--- config.mk ---
export PLATFORM = sky130hd
export DESIGN_NAME = hex_to_sseg
export DESIGN_NICKNAME = d
export VERILOG_FILES = /design/src/rtl/hex_to_sseg_test.sv
export SDC_FILE = /design/constraint.sdc
export NUM_CORES = 1
export LEC_CHECK = 0
export CAP_MARGIN = 15
export CORE_AREA = 2 2 39 41
export DETAILED_ROUTE_END_ITERATION = 6
export DIE_AREA = 0 0 41 43
export SYNTH_ARGS = -nofsm -noshare
export SYNTH_HDL_FRONTEND = slang
export SYNTH_SLANG_ARGS = --single-unit
--- constraint.sdc ---
create_clock -name vclk -period 2.05
set_clock_uncertainty 0.15 [all_clocks]
set_input_delay 0.41 -clock vclk [all_inputs]
set_output_delay 0.41 -clock vclk [all_outputs]
set_load 0.05 [all_outputs]
--- src/rtl/hex_to_sseg_test.sv ---
// Seven-segment board demo: shows sw as two hex digits on the right and sw+1 on the left.
// The demo is built from a hex-to-segment decoder and a 4-digit time-multiplexed driver.

module hex_to_sseg (
  input  logic [3:0] hex,
  input  logic       dp,
  output logic [7:0] sseg
);
  // Segments are active low, a at bit 6 down to g at bit 0.
  always_comb begin
    sseg = '1;
    case (hex)
      4'h0: sseg[6:0] = 7'b0000001;
      4'h1: sseg[6:0] = 7'b1001111;
      4'h2: sseg[6:0] = 7'b0010010;
      4'h3: sseg[6:0] = 7'b0000110;
      4'h4: sseg[6:0] = 7'b1001100;
      4'h5: sseg[6:0] = 7'b0100100;
      4'h6: sseg[6:0] = 7'b0100000;
      4'h7: sseg[6:0] = 7'b0001111;
      4'h8: sseg[6:0] = 7'b0000000;
      4'h9: sseg[6:0] = 7'b0000100;
      4'ha: sseg[6:0] = 7'b0001000;
      4'hb: sseg[6:0] = 7'b1100000;
      4'hc: sseg[6:0] = 7'b0110001;
      4'hd: sseg[6:0] = 7'b1000010;
      4'he: sseg[6:0] = 7'b0110000;
      default: sseg[6:0] = 7'b0111000;
    endcase
    sseg[7] = dp;
  end
endmodule


# After elaboration in Yosys (flattened, before gate mapping)
# Memories as Yosys holds them, arrays and structs flattened.
# Index checks and enable logic that the tools add are counted.
# Widths: inputs -> output; s select.
# word_totals
regBits	0
romBits	112
input_bits	5
out_inout_bits	8
word_cells	1
n_memories	1
# mem_list
name	depth	word_bits	read_ports	rd_ports_with_merged_regs	wr	line	rtl
(name not given)	16	7	1	0	0	12	case (hex)

# Depth between registers and ports, before layout
# An unclocked memory read counts as a cell.
# logic_depth
ltp_word	1
mapped_depth	5

# Worst setup path before layout
# Ideal clock, no wire load.
# synth_path
path_type	input to output
from	input port hex[1]
to	output port sseg[4]
t_arrival_ns	1.627
setup_slack_ns	-0.137
stages	4
path_buffers	0
path_cell_list	inv_1 ha_1 nand2b_1 mux2i_1
# synth_between
elab_chain_cells	1
# synth_rtl
item	line	rtl
start: declaration	5	input logic [3:0] hex,
$mem_v2 16x7	n/a	
end: declaration	7	output logic [7:0] sseg
# Every way passes these cells.

# Final worst setup path
# layout_path
from	input port hex[1]
to	output port sseg[3]
# The elaborated chain is that of the path after synthesis.

==> results.txt <==
----------------------------------------------------
[Placement]
  Post-detailed-placement half-perimeter wirelength ... 552.1 microns
  Buffers on Ports ... 11
  GP Congestion ... 0.7241
  Placement Cell Area ... 513.0 sq um
  Pre-CTS worst setup slack ... -0.4494 ns
  Inst Count DP ... 67

[Worst setup path]
  Largest incremental delay on the critical path ... 0.47 ns
  Crit path required time ... 1.49 ns
  Critical path arrival ... 1.45 ns
  Cells along the critical path ... buf_8 > buf_6 > ha_2 > mux4_2 > buf_8
  Cell repeated most along the worst path ... buf_8
  Element type at the critical path end ... output port
  Largest driver fanout on the critical path ... 5
  Type of origin of the critical path ... primary input
  Start-to-end type of the worst setup path ... in -> out
  Cell type of the slowest stage on the worst timing path ... mux4_2

[Routing]
  Router iterations before antenna repair ... 1
  Detailed-route wire length per cell ... 9.104 microns
  Average via count per standard cell ... 4.522
  Final Routed Wirelength ... 610 microns
  Number of DRC violations after detailed-routing iteration 0 ... 0
  Post-route DRC ... 0
  Count of vias placed by the detailed router ... 303
  Number of routed nets with antenna violations ... 0

[Run status]
  Outcome ... finished, final reports clean

[Logic synthesis]
  Gate count of the mapped netlist ... 34
  Summed instance area of the synthesized netlist ... 276.5 sq um
  Synth area leaders ... ha_1, mux2i_1, mux4_2, nor2_1, nand2b_1
  Share of synthesized area occupied by flip-flops and latches ... 0%
  Proportion of netlist area held by the largest area contributor ... 31.67%
  Library cell with the largest summed area after synthesis ... ha_1
  Post-synthesis average cell area ... 8.133 sq um
  Mapped Nets ... 46
  Number of synthesis warnings ... 0
  Count of unique library cells instantiated by Yosys ... 14

[Global routing]
  Total routing resource utilization after global routing ... 8.300%
  Largest net degree at the start of global routing ... 8
  Global-route wire length before repair ... 1.124 mm
  Number of global-route vias before repair ... 294
  Global-route congestion overflow total ... 0
  Initial antenna violation count ... 0

[Power and ir drop]
  Portion of total power attributed to sequential cells ... 0%
  Switching Share ... 51.40%
  Power Total ... 180.3 uW
  Leakage power ... 0.2626 nW
  Net Sw Power ... 92.65 uW
  Int Power ... 87.61 uW
  Part of the power in the clock network ... 0%
  Worst supply voltage drop on vdd ... 0.0001337 V
  Cell Pwr Density ... 307.2 mW/mm^2
  Combinational share of power ... 100.0%

[Floorplanning]
  Site Rows ... 14
  Die height ... 43 microns
  I/O pin total ... 13
  Starting density of the core ... 19.98%
  Floorplan die width ... 41 microns
  Core Area ... 0.001384 sq mm
  Die area ... 0.001763 sq mm

[STA]
  Number of endpoints with negative hold slack in the final report ... 0
  Final period util ... 98.26%
  Slew Limit Fails ... 0
  Setup WS post-layout ... 0.03572 ns
  Relative slew slack ... 85.43%
  Maximum clock frequency ... 496.5 MHz
  Total of endpoints with negative setup slack in the final report ... 0
  Final period demand of the worst path ... 2.014 ns
  Least-Margin Pin Slew ... 0.2143 ns
  Setup repair after global routing missed its margin ... false

[Layout]
  Number of filler instances in the final layout ... 130
  Seq cells ... 0
  Register area ... 0 sq um
  Clock buffer instance count of the final layout ... 0
  Commonest non-fill, non-tap cell in the layout ... buf_4
  Area Growth Syn to Fin ... 112.2%
  Number of standard cells in the final layout excluding fillers ... 67
  Post-route cell area ... 586.8 sq um
  Final net count ... 65
  Fraction of the core area covered by cells at the end of the flow ... 42.41%
  Most frequent cells in the layout ... buf_4, buf_12, mux2i_1, nor2_1
  Share of final-layout standard cells stronger than drive strength 1 ... 56.86%
  Antenna Cells ... 0

[Clock network]
  Number of hold buffers added after cts ... 0
  Post-cts sizing count ... 22
  Number of post-CTS setup repair buffers ... 0

[Hold path]
  Worst hold-check path type ... in -> out
  Hold path cells ... 0
  Launch point of the worst hold path ... dp
  End point of the worst hold path ... sseg[7]

[Flow run]
  Number of maximum-capacitance constraint violations ... 0

----------------------------------------------------
[logic make-up (layout without fill, tap and decap cells)]
kind of cell | after synthesis | after routing | synth area share [%]
AOI/OAI and AO/OA | 6 | 6 | 13.58
adders and majority gates | 7 | 7 | 31.67
and+or+nand+nor | 8 | 8 | 12.67
buffers and inverters | 6 | 23 | 12.22
muxes | 7 | 7 | 29.86
[final cells by class]
class	count	area (sq um)	share of cell area, %
Multi-Input combinational cell	28	294.0	50.11
Timing Repair Buffer	20	254.0	43.28
Inverter	3	18.77	3.198
Tap cell	16	20.02	3.412
[synthesized netlist by cell type, drive strengths merged]
cell    number
nor2         5
inv          3
o211ai       1
mux4         1
clkbuf       1
a21oi        2
a32o         1
buf          2
nand2        1
o21ai        2
mux2i        6
ha           7
nand2b       2
[power groups by stage]
| stage | logic (mW) | clock network [mW] | registers [mW] |
|---|---|---|---|
| after floorplan | 0.0908 | 0 | 0 |
| after global placement | 0.164 | 0 | 0 |
| after detailed placement | 0.165 | 0 | 0 |
| after CTS | 0.174 | 0 | 0 |
| after global routing | 0.192 | 0 | 0 |
| final | 0.180 | 0 | 0 |
[stage by stage]
stage	hold slack, ns	TNS [ns]
after floorplan	0.8371	-0.1155
after global placement	0.6706	-2.014
after detailed placement	0.6706	-2.141
after CTS	0.6706	0
after global routing	0.6702	0
final	0.6700	0
[critical path, delay by kind of cell]
family	cells	cell delay, ns
fa+ha+maj	1	0.17
mux	1	0.47
buf+inv	3	0.39
[layer usage]
metal | wire length (microns) | vias up | part of all wire [%] | global-route usage, %
li1 | - | 151 | - | -
met1 | 250 | 146 | 41 | 10.79
met2 | 332 | 6 | 54 | 15.31
met3 | 27 | 0 | 4.4 | 0
met4 | 0 | 0 | 0 | 0
met5 | 0 | - | 0 | 0
[how the worst max path moves through the flow]
stage / slack [ns] / to / startpoint
after detailed placement: -0.45 / sseg[3] / hex[1]
after floorplan: -0.06 / sseg[1] / hex[0]
final: 0.04 / sseg[3] / hex[1]
after global placement: -0.42 / sseg[3] / hex[1]
after CTS: 0.005 / sseg[3] / hex[1]
after global routing: 0.003 / sseg[6] / hex[3]
(Power assumes the default switching activity.)
